**src/rtl/pipeline_hazard_ctrl_if.sv**
```systemverilog
// Signal bundle between the hazard sequencer and the pipeline datapath.
// The datapath side (master) reports hazard sources; the sequencer (slave) returns stage controls.
interface pipeline_hazard_ctrl_if #(
    parameter int XLEN  = 32,
    parameter int CNT_W = 32
);
    logic             imem_read;
    logic             imem_resp;
    logic             dmem_read;
    logic             dmem_write;
    logic             dmem_resp;
    logic             idex_mem_read;
    logic [4:0]       idex_rd;
    logic [4:0]       ifid_rs1;
    logic [4:0]       ifid_rs2;
    logic             ifid_uses_rs1;
    logic             ifid_uses_rs2;
    logic             br_taken;
    logic [XLEN-1:0]  br_target;

    logic             pc_en;
    logic             pc_sel_target;
    logic [XLEN-1:0]  redirect_pc;
    logic             ifid_en, ifid_flush;
    logic             idex_en, idex_flush;
    logic             exmem_en, exmem_flush;
    logic             memwb_en, memwb_flush;
    logic             fetch_discard;
    logic [CNT_W-1:0] stall_cnt;
    logic [CNT_W-1:0] flush_cnt;

    modport master (
        output imem_read, imem_resp, dmem_read, dmem_write, dmem_resp,
               idex_mem_read, idex_rd, ifid_rs1, ifid_rs2, ifid_uses_rs1, ifid_uses_rs2,
               br_taken, br_target,
        input  pc_en, pc_sel_target, redirect_pc, ifid_en, ifid_flush, idex_en, idex_flush,
               exmem_en, exmem_flush, memwb_en, memwb_flush, fetch_discard, stall_cnt, flush_cnt
    );

    modport slave (
        input  imem_read, imem_resp, dmem_read, dmem_write, dmem_resp,
               idex_mem_read, idex_rd, ifid_rs1, ifid_rs2, ifid_uses_rs1, ifid_uses_rs2,
               br_taken, br_target,
        output pc_en, pc_sel_target, redirect_pc, ifid_en, ifid_flush, idex_en, idex_flush,
               exmem_en, exmem_flush, memwb_en, memwb_flush, fetch_discard, stall_cnt, flush_cnt
    );
endinterface

```
**src/rtl/pipeline_hazard_ctrl.sv**
```systemverilog
// Stall/flush sequencer for the 5-stage pipeline: D-miss freeze, load-use bubble,
// I-miss hold, and EX redirects (deferred past an outstanding fetch via SQUASH).
module pipeline_hazard_ctrl #(
    parameter int XLEN  = 32,
    parameter int CNT_W = 32
) (
    input logic                  clk,
    input logic                  rst,
    pipeline_hazard_ctrl_if.slave bus
);
    typedef enum logic [1:0] {RUN, SQUASH, REDIRECT_READY} state_t;

    state_t           state, state_nx;
    logic [XLEN-1:0]  pend_target, pend_nx;
    logic [CNT_W-1:0] stall_cnt, flush_cnt;
    logic             dstall, istall, lu;
    logic             pc_en, pc_sel, discard;
    logic [XLEN-1:0]  rpc;
    logic             ifid_en, ifid_fl, idex_en, idex_fl, exmem_en, memwb_en;
    logic             inc_flush, inc_stall;

    assign dstall = (bus.dmem_read | bus.dmem_write) & ~bus.dmem_resp;
    assign istall = bus.imem_read & ~bus.imem_resp;
    assign lu     = bus.idex_mem_read & (bus.idex_rd != 5'd0) &
                    ((bus.ifid_uses_rs1 & (bus.ifid_rs1 == bus.idex_rd)) |
                     (bus.ifid_uses_rs2 & (bus.ifid_rs2 == bus.idex_rd)));

    always_comb begin
        state_nx  = state;
        pend_nx   = pend_target;
        pc_en     = 1'b0;
        pc_sel    = 1'b0;
        discard   = 1'b0;
        rpc       = '0;
        ifid_en   = 1'b0;
        ifid_fl   = 1'b0;
        idex_en   = 1'b0;
        idex_fl   = 1'b0;
        exmem_en  = 1'b0;
        memwb_en  = 1'b0;
        inc_flush = 1'b0;
        if (!rst) begin
            if (dstall) begin
                // Whole pipe frozen; an I-response arriving now must not be lost.
                if (state == SQUASH && bus.imem_resp)
                    state_nx = REDIRECT_READY;
            end else begin
                case (state)
                    RUN: begin
                        exmem_en = 1'b1;
                        memwb_en = 1'b1;
                        idex_en  = 1'b1;
                        if (bus.br_taken) begin
                            ifid_en   = 1'b1;
                            ifid_fl   = 1'b1;
                            idex_fl   = 1'b1;
                            inc_flush = 1'b1;
                            if (istall) begin
                                pend_nx  = bus.br_target;
                                state_nx = SQUASH;
                            end else begin
                                pc_en  = 1'b1;
                                pc_sel = 1'b1;
                                rpc    = bus.br_target;
                            end
                        end else if (lu) begin
                            idex_fl = 1'b1;
                        end else if (istall) begin
                            ifid_en = 1'b1;
                            ifid_fl = 1'b1;
                        end else begin
                            ifid_en = 1'b1;
                            pc_en   = 1'b1;
                        end
                    end
                    SQUASH, REDIRECT_READY: begin
                        exmem_en = 1'b1;
                        memwb_en = 1'b1;
                        idex_en  = 1'b1;
                        idex_fl  = 1'b1;
                        ifid_en  = 1'b1;
                        ifid_fl  = 1'b1;
                        if (state == REDIRECT_READY || bus.imem_resp) begin
                            discard  = 1'b1;
                            pc_en    = 1'b1;
                            pc_sel   = 1'b1;
                            rpc      = pend_target;
                            state_nx = RUN;
                        end
                    end
                    default: state_nx = RUN;
                endcase
            end
        end
    end

    // A held PC alongside a flush is a redirect in progress, not a stall.
    assign inc_stall = ~(ifid_en & idex_en & exmem_en & memwb_en) |
                       (~pc_en & ~(ifid_fl | idex_fl));

    always_ff @(posedge clk) begin
        if (rst) begin
            state       <= RUN;
            pend_target <= '0;
            stall_cnt   <= '0;
            flush_cnt   <= '0;
        end else begin
            state       <= state_nx;
            pend_target <= pend_nx;
            stall_cnt   <= stall_cnt + CNT_W'(inc_stall);
            flush_cnt   <= flush_cnt + CNT_W'(inc_flush);
        end
    end

    assign bus.pc_en         = pc_en;
    assign bus.pc_sel_target = pc_sel;
    assign bus.redirect_pc   = rpc;
    assign bus.fetch_discard = discard;
    assign bus.ifid_en       = ifid_en;
    assign bus.ifid_flush    = ifid_fl;
    assign bus.idex_en       = idex_en;
    assign bus.idex_flush    = idex_fl;
    assign bus.exmem_en      = exmem_en;
    assign bus.exmem_flush   = 1'b0;
    assign bus.memwb_en      = memwb_en;
    assign bus.memwb_flush   = 1'b0;
    assign bus.stall_cnt     = stall_cnt;
    assign bus.flush_cnt     = flush_cnt;
endmodule
```
**src/flat_wrapper.sv**
```systemverilog
// flat-port wrapper written by rule: the top's interface ports become plain ports
module pipeline_hazard_ctrl_flat 
#(
    parameter int XLEN  = 32,
    parameter int CNT_W = 32
)
  (clk, rst, bus_imem_read, bus_imem_resp, bus_dmem_read, bus_dmem_write, bus_dmem_resp, bus_idex_mem_read, bus_idex_rd, bus_ifid_rs1, bus_ifid_rs2, bus_ifid_uses_rs1, bus_ifid_uses_rs2, bus_br_taken, bus_br_target, bus_pc_en, bus_pc_sel_target, bus_redirect_pc, bus_ifid_en, bus_ifid_flush, bus_idex_en, bus_idex_flush, bus_exmem_en, bus_exmem_flush, bus_memwb_en, bus_memwb_flush, bus_fetch_discard, bus_stall_cnt, bus_flush_cnt);
  pipeline_hazard_ctrl_if #(.XLEN(XLEN), .CNT_W(CNT_W)) bus_i ();
  input logic clk;
  input logic rst;
  input wire logic [$bits(bus_i.imem_read)-1:0] bus_imem_read;
  input wire logic [$bits(bus_i.imem_resp)-1:0] bus_imem_resp;
  input wire logic [$bits(bus_i.dmem_read)-1:0] bus_dmem_read;
  input wire logic [$bits(bus_i.dmem_write)-1:0] bus_dmem_write;
  input wire logic [$bits(bus_i.dmem_resp)-1:0] bus_dmem_resp;
  input wire logic [$bits(bus_i.idex_mem_read)-1:0] bus_idex_mem_read;
  input wire logic [$bits(bus_i.idex_rd)-1:0] bus_idex_rd;
  input wire logic [$bits(bus_i.ifid_rs1)-1:0] bus_ifid_rs1;
  input wire logic [$bits(bus_i.ifid_rs2)-1:0] bus_ifid_rs2;
  input wire logic [$bits(bus_i.ifid_uses_rs1)-1:0] bus_ifid_uses_rs1;
  input wire logic [$bits(bus_i.ifid_uses_rs2)-1:0] bus_ifid_uses_rs2;
  input wire logic [$bits(bus_i.br_taken)-1:0] bus_br_taken;
  input wire logic [$bits(bus_i.br_target)-1:0] bus_br_target;
  output wire logic [$bits(bus_i.pc_en)-1:0] bus_pc_en;
  output wire logic [$bits(bus_i.pc_sel_target)-1:0] bus_pc_sel_target;
  output wire logic [$bits(bus_i.redirect_pc)-1:0] bus_redirect_pc;
  output wire logic [$bits(bus_i.ifid_en)-1:0] bus_ifid_en;
  output wire logic [$bits(bus_i.ifid_flush)-1:0] bus_ifid_flush;
  output wire logic [$bits(bus_i.idex_en)-1:0] bus_idex_en;
  output wire logic [$bits(bus_i.idex_flush)-1:0] bus_idex_flush;
  output wire logic [$bits(bus_i.exmem_en)-1:0] bus_exmem_en;
  output wire logic [$bits(bus_i.exmem_flush)-1:0] bus_exmem_flush;
  output wire logic [$bits(bus_i.memwb_en)-1:0] bus_memwb_en;
  output wire logic [$bits(bus_i.memwb_flush)-1:0] bus_memwb_flush;
  output wire logic [$bits(bus_i.fetch_discard)-1:0] bus_fetch_discard;
  output wire logic [$bits(bus_i.stall_cnt)-1:0] bus_stall_cnt;
  output wire logic [$bits(bus_i.flush_cnt)-1:0] bus_flush_cnt;
  assign bus_i.imem_read = bus_imem_read;
  assign bus_i.imem_resp = bus_imem_resp;
  assign bus_i.dmem_read = bus_dmem_read;
  assign bus_i.dmem_write = bus_dmem_write;
  assign bus_i.dmem_resp = bus_dmem_resp;
  assign bus_i.idex_mem_read = bus_idex_mem_read;
  assign bus_i.idex_rd = bus_idex_rd;
  assign bus_i.ifid_rs1 = bus_ifid_rs1;
  assign bus_i.ifid_rs2 = bus_ifid_rs2;
  assign bus_i.ifid_uses_rs1 = bus_ifid_uses_rs1;
  assign bus_i.ifid_uses_rs2 = bus_ifid_uses_rs2;
  assign bus_i.br_taken = bus_br_taken;
  assign bus_i.br_target = bus_br_target;
  assign bus_pc_en = bus_i.pc_en;
  assign bus_pc_sel_target = bus_i.pc_sel_target;
  assign bus_redirect_pc = bus_i.redirect_pc;
  assign bus_ifid_en = bus_i.ifid_en;
  assign bus_ifid_flush = bus_i.ifid_flush;
  assign bus_idex_en = bus_i.idex_en;
  assign bus_idex_flush = bus_i.idex_flush;
  assign bus_exmem_en = bus_i.exmem_en;
  assign bus_exmem_flush = bus_i.exmem_flush;
  assign bus_memwb_en = bus_i.memwb_en;
  assign bus_memwb_flush = bus_i.memwb_flush;
  assign bus_fetch_discard = bus_i.fetch_discard;
  assign bus_stall_cnt = bus_i.stall_cnt;
  assign bus_flush_cnt = bus_i.flush_cnt;
  pipeline_hazard_ctrl #(.XLEN(XLEN), .CNT_W(CNT_W)) u_core (.clk(clk), .rst(rst), .bus(bus_i));
endmodule
```
**config.mk**
```make
export PLATFORM = sky130hd
export DESIGN_NAME = pipeline_hazard_ctrl_flat
export DESIGN_NICKNAME = d
export VERILOG_FILES = /design/src/rtl/pipeline_hazard_ctrl_if.sv /design/src/rtl/pipeline_hazard_ctrl.sv /design/src/flat_wrapper.sv
export SDC_FILE = /design/constraint.sdc
export NUM_CORES = 1
export LEC_CHECK = 0
export CAP_MARGIN = 20
export CORE_MARGIN = 3
export CORE_UTILIZATION = 25
export CTS_CLUSTER_DIAMETER = 60
export DETAILED_ROUTE_END_ITERATION = 8
export PLACE_DENSITY = 0.52
export SETUP_SLACK_MARGIN = 0.05
export SLEW_MARGIN = 0
export SYNTH_ARGS = -nofsm -noshare
export SYNTH_HDL_FRONTEND = slang
export SYNTH_SLANG_ARGS = --single-unit
```
**constraint.sdc**
```tcl
create_clock -name clk -period 7 [get_ports clk]
set_input_delay 1.05 -clock clk [delete_from_list [all_inputs] [get_ports clk]]
set_output_delay 1.05 -clock clk [all_outputs]
set_load 0.01 [all_outputs]
```
==> results.md <==
* Synth top area cells: dfxtp_1 (39%), nand2_1 (6.7%), nor2_1 (5.8%)
* Finished Layout Cells at 1044
* Syn Area/Cell at roughly 8 sq um
* Most frequent CP cell: clkdlybuf4s50_1
* Worst path top cell family by delay: buffers and inverters
* Hold Crit Class: reg2reg
* Tot Pwr at approximately 1.2 mW
* Sum Neg Setup Slack at 0 ps
* Worst-path clk slew at 70 ps
* Final worst setup slack at 2230 ps
* Synthesized area at 5030 sq um
* Status: finished clean
* Detailed-route via count at slightly below 5000
* Number of flops mapped to enable cells by yosys at 0
* Final hold viol count at 0
* Cells after DPL at 1028
* Most used flip-flop cell after synthesis: dfxtp_1
* Routed vias/inst at 4.72
* Buffer depth of the longest clock path at 2
* F_max at 210 MHz
* N_diodes at 0
* CTS resizes at 0
* First-pass GRT wire length at around 25 mm
* Clk_lat worst skew at 350 ps
* WL/cell at 14.6 um
* Die ar. at 21900 sq um
* Top cell type's share of synthesized area at 39.0%
* DP Worst Slack at approximately 2200 ps
* Residual DRC at 0
* Synth warn at 0
* Final Instance Area at 7150 sq um
* CTS sink count at 98
* Final Util at between 30% and 40%
* Fillers at 2054
* Die H at 148 um
* Vias in the first global route at around 4700
* Global Route Usage Sum at 13.7%
* Slowest CP cell: o21ai_0
* Crit-path cells: clkdlybuf4s50_1 -> or4_1 -> o21ai_0 -> nor3_1 -> a211oi_1 -> clkdlybuf4s50_1
* Worst Setup Path Type: in2out
* Post-DP HPWL at 10.6 mm
* Post-route ant nets at 0
* Core Area at 19600 sq um
* WP data required at between 5000 and 6000 ps
* Router iterations before antenna repair at 5
* Hold_buf cts at 0
* Die X-Extent at about 150 um
* Number of port buffers at 162
* Worst slew pin tran at ~780 ps
* Total CTS buffers at 9
* Slew HR at 48.0%
* Final WL at ~15 mm
* Crit start category: primary input
* WP buf/inv at 2
* Initial antenna violation count at 0
* Row count at 51
* 1st-iter DRT viols at just over 300
* Synth async-reset ratio at 0%
* GRT Residual Overflow at 0
* WHS at 456 ps
* Root Driver: clkbuf_16
* CP Capture Type: primary output
* Max stage delay on crit path at between 600 and 700 ps
* Tmin final at 4770 ps
* Yosys reg bits at 98
* Max Cap Viol at 0
* Max-slew violation count at 0
* Final net count at 840
* Tcrit/Tclk final at 68.1%
* RSZ-0062 raised after global routing: false
* Layout cell share with drive strength beyond 1 at 6.03%
* WP data arrival at 3720 ps
* Pleak at 2.29 nW
* Peak supply drop at 0.105 mV
* Synthesized instance count at 638
* Top Ports at 165
* Number of H-tree levels at 3
* Power Density at 172 nW/um^2
* Placer Congestion at roughly 0.81
* Setup Buffers After CTS at 0
* Synth cell types at 45
* CTS tree: yes
* Final setup skew at 10.1 ps
* Final setup fails at 0
* Crit path max fanout at 4
* Initial core utilization at 25.7%
* Sequential share of the synthesized area at 39.0%
* Largest net degree at the start of global routing at 76
* Area after DPL at 6850 sq um
* Synth area leader: dfxtp_1
* Area Overhead vs Synth at 42.1%
## final cells by class
class	instances	area, sq um	share of cell area (%)
Tap cell	265	332	4.64
Timing Repair Buffer	168	1660	23.3
Inverter	16	60.1	0.840
Clock inverter	7	75.1	1.05
Multi-Input combinational cell	481	2830	39.6
Clock buffer	9	225	3.15
Sequential cell	98	1960	27.5
## logic make-up after synthesis
logic type | count (synthesis) | share of synthesized area, %
buffers and inverters | 60 | 4.98
other | 1 | 0.0746
and+or+nand+nor | 296 | 28.9
DFF | 98 | 39.0
xor gates and xnor gates | 35 | 6.10
muxes | 16 | 3.58
AOI/OAI and AO/OA | 124 | 15.4
adders and majority gates | 8 | 1.99
## worst paths after layout
path / startpoint / end / slack (ps) / cells after the start
setup / recovery: bus_idex_rd[0] / bus_ifid_en / 2230 / 6
hold / removal: u_core.pend_target[23] / u_core.pend_target[23] / 460 / 2
setup reg to reg: u_core.state[0] / u_core.bus.stall_cnt[28] / 3450 / 10
hold reg to reg: u_core.pend_target[23] / u_core.pend_target[23] / 460 / 2
## layer usage
metal | GRT usage (%) | vias to the layer above | wire length, um
met2 | 20.6 | 152 | 6480
met3 | 5.21 | 13 | 1420
met1 | 18.1 | 2240 | 7150
met5 | 0 | - | 0
li1 | - | 2518 | -
met4 | 4.25 | 0 | 186
## cell usage after synthesis (all sizes together), types with 2 or more instances
| cell | number |
|---|---|
| and4 | 8 |
| o31ai | 14 |
| a22oi | 33 |
| nand4 | 15 |
| o21ai | 11 |
| ha | 8 |
| and3 | 2 |
| buf | 14 |
| xnor2 | 25 |
| nand2b | 2 |
| nor2b | 19 |
| a211oi | 2 |
| or2 | 2 |
| nor3 | 15 |
| or3 | 8 |
| mux2 | 16 |
| xor2 | 10 |
| nor2 | 78 |
| clkbuf | 30 |
| dfxtp | 98 |
| nand2 | 90 |
| nor4 | 18 |
| or4 | 16 |
| inv | 16 |
| a21oi | 55 |
| and2 | 2 |
| nand3 | 18 |
## power breakdown
| group | switching (mW) | internal (mW) |
|---|---|---|
| Clock | 0.236 | 0.280 |
| Sequential | 0.00472 | 0.564 |
| Combinational | 0.0691 | 0.0725 |
| Total | 0.310 | 0.917 |
## cell usage in the layout, fill, tap and decap left out, types with 2 or more instances in the layout
| master | Yosys | final |
|---|---|---|
| buf_4 | 4 | 7 |
| nand3_1 | 18 | 18 |
| and2_1 | 2 | 2 |
| clkinv_2 | 0 | 2 |
| a21oi_1 | 55 | 55 |
| nand2b_1 | 2 | 2 |
| nor2b_1 | 19 | 19 |
| xor2_1 | 10 | 10 |
| o21ai_0 | 11 | 11 |
| a22oi_1 | 33 | 33 |
| nand4_1 | 14 | 14 |
| conb_1 | 1 | 2 |
| clkdlybuf4s50_1 | 0 | 161 |
| ha_1 | 8 | 8 |
| mux2_2 | 16 | 16 |
| or4_1 | 15 | 15 |
| or3_1 | 8 | 8 |
| or2_2 | 2 | 2 |
| clkinvlp_4 | 0 | 2 |
| nand2_1 | 90 | 90 |
| nor3_1 | 15 | 14 |
| inv_1 | 16 | 16 |
| and3_1 | 2 | 2 |
| clkbuf_16 | 0 | 9 |
| and4_1 | 8 | 8 |
| a211oi_1 | 2 | 2 |
| o31ai_1 | 14 | 14 |
| xnor2_1 | 25 | 25 |
| dfxtp_1 | 98 | 98 |
| nor4_1 | 18 | 18 |
| nor2_1 | 78 | 77 |
## worst register-to-register path: stages, from the launching register on
cell	delay (ps)
dfxtp_1	380
ha_1	230
or3_1	460
buf_4	360
a211o_1	160
ha_1	230
ha_1	230
and4_1	320
nand2_1	300
nor4_1	390
mux2_2	370
## registers in the layout, summed over array words and instances (netlist names)
register	count
u_core.bus.stall_cnt	32
u_core.state	2
u_core.pend_target	32
u_core.bus.flush_cnt	32
No activity file was read; power rests on OpenSTA's default activity.
